[config.mk]
export PLATFORM = sky130hd
export DESIGN_NAME = controlador_varredura_zoom
export DESIGN_NICKNAME = d
export VERILOG_FILES = /design/src/rtl/pacote_zoom.sv /design/src/rtl/acumulador_media.sv /design/src/rtl/controlador_varredura_zoom.sv
export SDC_FILE = /design/constraint.sdc
export NUM_CORES = 1
export LEC_CHECK = 0
export CAP_MARGIN = 0
export CORE_ASPECT_RATIO = 1.4
export CORE_UTILIZATION = 31
export DETAILED_ROUTE_END_ITERATION = 16
export SYNTH_ARGS = -nofsm -noshare
export SYNTH_HDL_FRONTEND = slang
export SYNTH_HIERARCHICAL = 1
export SYNTH_SLANG_ARGS = --single-unit
[constraint.sdc]
create_clock -name clk -period 5.9 [get_ports clk]
set_input_delay 1.475 -clock clk [delete_from_list [all_inputs] [get_ports clk]]
set_output_delay 1.475 -clock clk [all_outputs]
set_load 0.005 [all_outputs]
[src/rtl/pacote_zoom.sv]
// Shared constants for the zoom coprocessor scan sequencer: opcodes, zoom codes,
// FSM state encodings and datapath widths.
package pacote_zoom;

  localparam int LARGURA_FONTE_PADRAO = 160;
  localparam int ALTURA_FONTE_PADRAO  = 120;
  localparam int LARG_COORD           = 10;
  localparam int LARG_END             = 19;
  localparam int LARG_ACUM            = 12;

  localparam logic [3:0] ALG_NN_AMPLIA = 4'b0001;
  localparam logic [3:0] ALG_REPLICA   = 4'b0010;
  localparam logic [3:0] ALG_NN_REDUZ  = 4'b0100;
  localparam logic [3:0] ALG_MEDIA     = 4'b1000;

  localparam logic [1:0] ZOOM_1X       = 2'b00;
  localparam logic [1:0] ZOOM_2X       = 2'b01;
  localparam logic [1:0] ZOOM_4X       = 2'b10;
  localparam logic [1:0] ZOOM_INVALIDO = 2'b11;

  localparam logic [2:0] OCIOSO  = 3'd0;
  localparam logic [2:0] LER     = 3'd1;
  localparam logic [2:0] ACUMULA = 3'd2;
  localparam logic [2:0] ESCREVE = 3'd3;
  localparam logic [2:0] FIM     = 3'd4;

  // Index of the last source read for one destination pixel (N-1).
  function automatic logic [3:0] ultimo_indice(input logic [3:0] alg, input logic [1:0] zm);
    logic [3:0] r;
    r = 4'd0;
    if (alg == ALG_MEDIA && zm == ZOOM_2X)
      r = 4'd3;
    else if (alg == ALG_MEDIA && zm == ZOOM_4X)
      r = 4'd15;
    return r;
  endfunction

endpackage

[src/rtl/acumulador_media.sv]
// Sums the source reads of one destination pixel and scales the sum back to 8 bits
// (truncating division by 1, 4 or 16).
module acumulador_media
  import pacote_zoom::*;
(
  input  logic       clk,
  input  logic       reset_n,
  input  logic       limpa,
  input  logic       soma,
  input  logic [1:0] desloca,
  input  logic [7:0] pixel_lido,
  output logic [7:0] media
);

  logic [LARG_ACUM-1:0] total;

  always_ff @(posedge clk or negedge reset_n) begin
    if (!reset_n)
      total <= '0;
    else if (limpa)
      total <= '0;
    else if (soma)
      total <= total + {4'd0, pixel_lido};
  end

  // desloca: 0 = raw sample, 1 = mean of 4, 2 = mean of 16
  always_comb begin
    case (desloca)
      2'd1:    media = total[9:2];
      2'd2:    media = total[11:4];
      default: media = total[7:0];
    endcase
  end

endmodule

[src/rtl/controlador_varredura_zoom.sv]
// Raster-order scan sequencer: one destination pixel per 2N+1 cycles, issuing N source
// reads and one averaged write to the destination frame buffer.
module controlador_varredura_zoom
  import pacote_zoom::*;
#(
  parameter int LARGURA_FONTE = LARGURA_FONTE_PADRAO,
  parameter int ALTURA_FONTE  = ALTURA_FONTE_PADRAO
) (
  input  logic                  clk,
  input  logic                  reset_n,
  input  logic                  iniciar,
  input  logic [3:0]            algoritmo,
  input  logic [1:0]            zoom,
  output logic [LARG_COORD-1:0] x_destino,
  output logic [LARG_COORD-1:0] y_destino,
  output logic [3:0]            indice_fonte,
  output logic                  le_mem,
  input  logic [7:0]            pixel_lido,
  output logic                  escreve_dest,
  output logic [LARG_END-1:0]   endereco_dest,
  output logic [7:0]            pixel_dest,
  output logic                  ocupado,
  output logic                  concluido,
  output logic                  erro
);

  localparam logic [LARG_COORD-1:0] W = LARG_COORD'(LARGURA_FONTE);
  localparam logic [LARG_COORD-1:0] H = LARG_COORD'(ALTURA_FONTE);

  logic [2:0]            estado;
  logic [3:0]            alg_cfg;
  logic [1:0]            zoom_cfg;
  logic [3:0]            k;
  logic [3:0]            ultimo_k;
  logic [1:0]            desloca;
  logic [LARG_COORD-1:0] largura_dest;
  logic [LARG_COORD-1:0] altura_dest;
  logic                  aceita;

  assign aceita   = (estado == OCIOSO) && iniciar && (zoom != ZOOM_INVALIDO);
  assign ultimo_k = ultimo_indice(alg_cfg, zoom_cfg);
  assign desloca  = (ultimo_k == 4'd15) ? 2'd2 : ((ultimo_k == 4'd3) ? 2'd1 : 2'd0);

  // zoom_cfg doubles as log2 of the zoom factor
  always_comb begin
    largura_dest = W;
    altura_dest  = H;
    case (alg_cfg)
      ALG_NN_AMPLIA, ALG_REPLICA: begin
        largura_dest = W << zoom_cfg;
        altura_dest  = H << zoom_cfg;
      end
      ALG_NN_REDUZ, ALG_MEDIA: begin
        largura_dest = W >> zoom_cfg;
        altura_dest  = H >> zoom_cfg;
      end
      default: ;
    endcase
  end

  always_ff @(posedge clk or negedge reset_n) begin
    if (!reset_n) begin
      estado        <= OCIOSO;
      alg_cfg       <= '0;
      zoom_cfg      <= '0;
      k             <= '0;
      x_destino     <= '0;
      y_destino     <= '0;
      endereco_dest <= '0;
      erro          <= 1'b0;
    end else begin
      erro <= 1'b0;
      case (estado)
        OCIOSO: begin
          if (iniciar && zoom == ZOOM_INVALIDO) begin
            erro <= 1'b1;
          end else if (aceita) begin
            alg_cfg       <= algoritmo;
            zoom_cfg      <= zoom;
            k             <= '0;
            x_destino     <= '0;
            y_destino     <= '0;
            endereco_dest <= '0;
            estado        <= LER;
          end
        end
        LER: estado <= ACUMULA;
        ACUMULA: begin
          if (k != ultimo_k) begin
            k      <= k + 4'd1;
            estado <= LER;
          end else begin
            estado <= ESCREVE;
          end
        end
        ESCREVE: begin
          endereco_dest <= endereco_dest + 19'd1;
          k             <= '0;
          estado        <= LER;
          if (x_destino == largura_dest - 10'd1) begin
            x_destino <= '0;
            if (y_destino == altura_dest - 10'd1)
              estado <= FIM;
            else
              y_destino <= y_destino + 10'd1;
          end else begin
            x_destino <= x_destino + 10'd1;
          end
        end
        FIM:     estado <= OCIOSO;
        default: estado <= OCIOSO;
      endcase
    end
  end

  assign le_mem       = (estado == LER);
  assign escreve_dest = (estado == ESCREVE);
  assign concluido    = (estado == FIM);
  assign ocupado      = (estado == LER) || (estado == ACUMULA) || (estado == ESCREVE);
  assign indice_fonte = k;

  acumulador_media u_acumulador (
    .clk        (clk),
    .reset_n    (reset_n),
    .limpa      (aceita || (estado == ESCREVE)),
    .soma       (estado == ACUMULA),
    .desloca    (desloca),
    .pixel_lido (pixel_lido),
    .media      (pixel_dest)
  );

endmodule

Word level (Yosys, flattened, before mapping)
Cells that the tools add are included.
- $add $sub $neg: 7
- $mul: 0
- div/mod/pow operators: 0
- magnitude comparators: 0
- eq/ne operators: 24
- shift operators: 4
- muxes and demuxes: 31
- bitwise gates (word level): 1
- reduce and logical (&&, ||, !) cells: 19
- operators with widths (operator ; count):
    one-hot mux 10 bit (2 select lines) ; 4
    two-way mux 10 bit ; 5
    two-way mux 19 bit ; 2
    one-hot mux 19 bit (2 select lines) ; 1
    two-way mux 12 bit ; 2
    adder 10 x 1 -> 10 bit, second input constant ; 2
    equality test 10 bit ; 2
    two-way mux 4 bit ; 5
    subtractor 10 x 1 -> 10 bit, second input constant ; 2
    adder 19 x 1 -> 19 bit, second input constant ; 1
    one-hot mux 8 bit (2 select lines) ; 1
    adder 12 x 8 -> 12 bit ; 1
    two-way mux 3 bit ; 4
    one-hot mux 3 bit (4 select lines) ; 1
    one-hot mux 4 bit (3 select lines) ; 1
    != test 2 bit, second input constant ; 5
    left shift 7 x 2 -> 10 bit, first input constant ; 1
    left shift 8 x 2 -> 10 bit, first input constant ; 1
    right shift 7 x 2 -> 10 bit, first input constant ; 1
    right shift 8 x 2 -> 10 bit, first input constant ; 1
    equality test 4 x 2 -> 1 bit, second input constant ; 2
    equality test 4 bit, second input constant ; 2
    equality test 2 bit, second input constant ; 3
    equality test 3 x 2 -> 1 bit, second input constant ; 2
    21 further kinds ; 34
- register bits: 65
- bits in latches: 0
- RAM bits: 0
- ROM bits: 0
- output and inout bits: 56
- word-level logic and storage cells: 95
- memories kept: 0

Depth between registers and ports, before layout
- depth in word-level cells: 9
- depth in mapped cells: 14

Modules after synthesis
Netlist, hierarchy kept.
- modules (own cells, without submodules) (module ; times used ; cells an instance ; area an instance (sq um) ; seq. area each (sq um)):
    controlador_varredura_zoom ; 1 ; 404 ; 3413.3 ; 1326.3
    acumulador_media ; 1 ; 123 ; 1083.5 ; 300.3

Worst setup path before layout
Ideal clock, no wire load.
- kind: register to output
- from: register alg_cfg[0]
- to: output port pixel_dest[4]
- arrival time: 2.259 ns
- required time: 4.425 ns
- setup slack: 2.166 ns
- cell stages (with the launch flop): 9
- cells stage by stage: dfrtp_1 buf_4 or4b_2 nor2_1 inv_1 ha_1 clkbuf_1 nand2_1 o21ai_0
- word-level cells in the longest chain between the ends: 9
- elaborated cells on any way between the ends: 12
- those cells by class: 5 x eq/ne; 5 x mux; 2 x reduce/logical
- ends and longest elaborated chain (what ; RTL line ; RTL):
    from (decl) ; controlador_varredura_zoom.sv:31 ; logic [3:0] alg_cfg;
    from (signal assigned) ; controlador_varredura_zoom.sv:78 ; alg_cfg <= algoritmo;
    equality test 4 bit (*) ; pacote_zoom.sv:31, pacote_zoom.sv:33 ;
    logical AND 1 bit ; pacote_zoom.sv:33 ; else if (alg == ALG_MEDIA && zm == ZOOM_4X)
    two-way mux 4 bit ; pacote_zoom.sv:33 ;
    two-way mux 4 bit (*) ; pacote_zoom.sv:31 ; if (alg == ALG_MEDIA && zm == ZOOM_2X)
    equality test 4 x 2 -> 1 bit ; controlador_varredura_zoom.sv:42 ; assign desloca = (ultimo_k == 4'd15) ? 2'd2 : ((ultimo_k == 4'd3) ? 2'd1 : 2'd0);
    two-way mux 1 bit ; controlador_varredura_zoom.sv:42 ;
    two-way mux 2 bit (*) ; controlador_varredura_zoom.sv:42 ;
    named net desloca[0] ; controlador_varredura_zoom.sv:35 ; logic [1:0] desloca;
    equality test 2 bit / equality test 2 x 1 -> 1 bit (equally long branches) ; acumulador_media.sv:28 ; case (desloca)
    one-hot mux 8 bit (2 select lines) (*) ; acumulador_media.sv:28 ;
    to (decl) ; controlador_varredura_zoom.sv:21 ; output logic [7:0] pixel_dest,
The timed path passes the listed nets; every way through them passes the cells marked *.

Worst setup path after layout
- from: register alg_cfg[0]
- to: output port pixel_dest[7]
The elaborated chain is that of the path after synthesis.

==> impl_results.md <==
* Result of the run: finished, final reports clean
* Dpl cells at 767
* Largest area contributor in the netlist: sky130_fd_sc_hd__dfrtp_1
* IR Drop Worst-Case VDD at 188.5 µV
* Wire length after detailed routing at 12.78 mm
* Post-synthesis instance total at between 500 and 600
* Area taken by flip-flops and latches at around 1600 µm²
* Count of standard-cell rows at 51
* Length in cells of the worst reg-to-reg path at 12
* H-tree Lvls at 3
* Placed standard-cell area at 5390 µm²
* First-pass GRT wire length at 21.36 mm
* Startpoint of the worst-slack reg-to-reg timing path: zoom_cfg[1]
* CTS tree: yes
* NumNets Final at around 630
* CP startpoint: alg_cfg[0]
* Final antenna diode count at 0
* Number of standard cells in the final layout excluding fillers at 783
* Time the worst path needs with I/O delays and setup at between 4000 and 5000 ps
* Vert. Die Dim at 144.5 µm
* Fin worst setup slack at 1186 ps
* Net count after synthesis at 561
* Unrepaired setup endpoints after global routing: false
* Timing-limited maximum frequency at about 0.21 GHz
* Reported max-cap violation count at 0
* Number of gates given a new drive strength after cts at 0
* Clock tree sinks at 65
* Setup Fix Bufs, Post-CTS at 0
* Clock transition at the registers of the reported paths at approximately 50 ps
* Cells taking the most area after synthesis: sky130_fd_sc_hd__dfrtp_1, sky130_fd_sc_hd__nor2_1, sky130_fd_sc_hd__ha_1, sky130_fd_sc_hd__nand2_1, sky130_fd_sc_hd__xor2_1
* DP Worst Slack at 1535 ps
* Half-perimeter wire length after placement at approximately 9.5 mm
* Horizontal extent of the die at 103.8 µm
* Most frequently used flop master after synthesis: sky130_fd_sc_hd__dfrtp_1
* DRT Pass-1 Iters at 4
* Deepest clock path buffer count at 2
* Maximum number of pins on one net before global-route repair at 66
* Vias per std cell at between 5 and 6
* Synth top area share at 0.3617
* Worst clock skew at roughly 5.2 ps
* Tcrit/Tclk final at 0.7989
* Headroom to the max-slew limit at 0.4268
* Layout cells sized above 1 at 0.07358
* Area of the die at ~15,000 µm²
* Master cell of the clock root buffer: sky130_fd_sc_hd__clkbuf_16
* Final setup violation count at 0
* Vias after detailed routing at 4,296
* Wire per inst at between 15 and 20 µm
* Hold worst-path end: endereco_dest[18]
* Endpoint of the most critical register-to-register path: y_destino[0]
* Antenna violations before repair at 0
* Actual slew at the worst max-slew pin at 859.8 ps
* Flops & latches, synth at 65
* Initial core utilization at 0.3203
* Critical Path End Type: output port
* Summed instance area of the synthesized netlist at about 4500 µm²
* Required time at the endpoint of the critical path at between 4000 and 5000 ps
* Top Ports at 73
* Kind of critical path: reg -> out
* Commonest cells after routing, fill and taps aside: sky130_fd_sc_hd__clkdlybuf4s50_1, sky130_fd_sc_hd__dfrtp_1, sky130_fd_sc_hd__nor2_1, sky130_fd_sc_hd__nand2_1, sky130_fd_sc_hd__o21ai_0
* Crit Path Max Fanout at 16
* Crit path launch type: register
* Accumulated negative setup slack at 0 ps
* Max-slew violations at 0
* Post-cts hold buffer count at 0
* # port buffers at 72
* YS warnings at 6
* Final estimated routing congestion in global placement at 0.9001
* Worst reg-to-reg setup slack at 2060 ps
* Number of global-route vias before repair at 4,328
* Number of buffers inserted during clock tree synthesis at 9
* Finished layout cell area at between 5000 and 6000 µm²
* Count of cell types in the netlist at 74
* Areal power density over the cells at 407.8 nW/µm²
* Worst Path Arrival at 3240 ps
* P&R area growth vs syn at 26.79%
* Area used by multi-input combinational logic at 2696 µm²
* Number of inserted filler cells in the final layout at 1,452
* Leakage power summed over all cells at 2.325 nW
* Min-delay src: endereco_dest[18]
* Number of synthesized flops with an enable pin at 0
* Remaining design rule violation count at 0
* First DRT Iteration DRCs at 248
* Proportion of synthesized chip area in sequential cells at 0.3617
* Global Route Usage Sum at 0.1794
* Post-DRT Antenna Nets at 0
* Final Hold Violating Endpoints at 0
* Hold Path Cell Cnt at 2
* Avg Synthesized Cell Area at 8.533 µm²
* Fraction of synthesis flops using an asynchronous set or reset pin at 1.000
* Clock insertion delay at the later pin of the skew report at 330 ps
* Most common cell after layout, fill and taps aside: sky130_fd_sc_hd__clkdlybuf4s50_1
* Worst min-delay path class: reg -> reg
* Global-route congestion overflow total at 0
* Placeable core region at 14,040 µm²
## power breakdown
part	switching [mW]	leakage, nW	internal, mW
sequential	0.183	0.881	0.522
combinational	0.598	1.29	0.457
clock	0.195	0.154	0.370
## stage by stage
| step | power [mW] | utilization | hold WS (ps) |
|---|---|---|---|
| final | 2.325 | 0.4062 | 549.8 |
| after global routing | 2.496 | 0.4062 | 612.9 |
| after CTS | 2.337 | 0.4062 | 558.2 |
| after detailed placement | 1.756 | 0.3840 | 545.6 |
| after global placement | 1.747 | 0.3840 | 532.5 |
| after floorplan | 1.375 | - | 511.1 |
## critical path, stage by stage, from the launching register on
cell	delay [ps]
sky130_fd_sc_hd__dfrtp_1	540
sky130_fd_sc_hd__or4b_2	740
sky130_fd_sc_hd__nor2_1	280
sky130_fd_sc_hd__inv_1	80
sky130_fd_sc_hd__ha_1	520
sky130_fd_sc_hd__nand2_1	100
sky130_fd_sc_hd__o21ai_0	100
sky130_fd_sc_hd__clkdlybuf4s50_1	530
## cells in the mapped netlist, drive strengths merged (6+ instances only)
master and n:
a211oi 9, a21o 9, a21oi 23, a22oi 10
buf 7, clkbuf 16, dfrtp 65, ha 16
inv 20, nand2 52, nand2b 10, nand3 22
nand4 14, nor2 61, nor2b 13, nor3 10
o21ai 33, o31ai 6, or3 13, xnor2 14
xor2 21
## registers in the layout (all words and copies together) (netlist names)
name and cells:
x_destino 10, alg_cfg 4, u_acumulador/total 12, y_destino 10, erro 1, zoom_cfg 2, endereco_dest 19, indice_fonte 4
estado 3
## logic make-up after synthesis
logic type,count (synthesis),synth area share
and+or+nand+nor,231,0.2638
AOI/OAI and AO/OA,128,0.1970
DFF,65,0.3617
buffers and inverters,43,0.03951
xor gates and xnor gates,35,0.06984
adders and majority gates,17,0.04897
muxes,8,0.01920
## layout make-up
class | count | area share
Multi-Input combinational cell | 419 | 0.4729
Clock inverter | 5 | 0.01382
Sequential cell | 65 | 0.2853
Clock buffer | 11 | 0.04082
Tap cell | 185 | 0.04060
Timing Repair Buffer | 78 | 0.1334
Inverter | 20 | 0.01317
## how the worst max path moves through the flow
| stage | end | cells past startpoint |
|---|---|---|
| global placement | endereco_dest[13] | 10 |
| floorplan | pixel_dest[4] | 8 |
| detailed placement | endereco_dest[13] | 10 |
| finish | pixel_dest[7] | 7 |
| CTS | pixel_dest[7] | 7 |
| global route | pixel_dest[7] | 7 |
## metal layers
layer | up-vias | routed length [µm] | global-route usage
met4 | 0 | 384 | 0.07895
li1 | 2042 | - | -
met2 | 125 | 6578 | 0.3395
met5 | - | 0 | 0
met3 | 26 | 529 | 0.03650
met1 | 2103 | 5291 | 0.1935
Note: power is estimated with default switching activity, not from simulation.
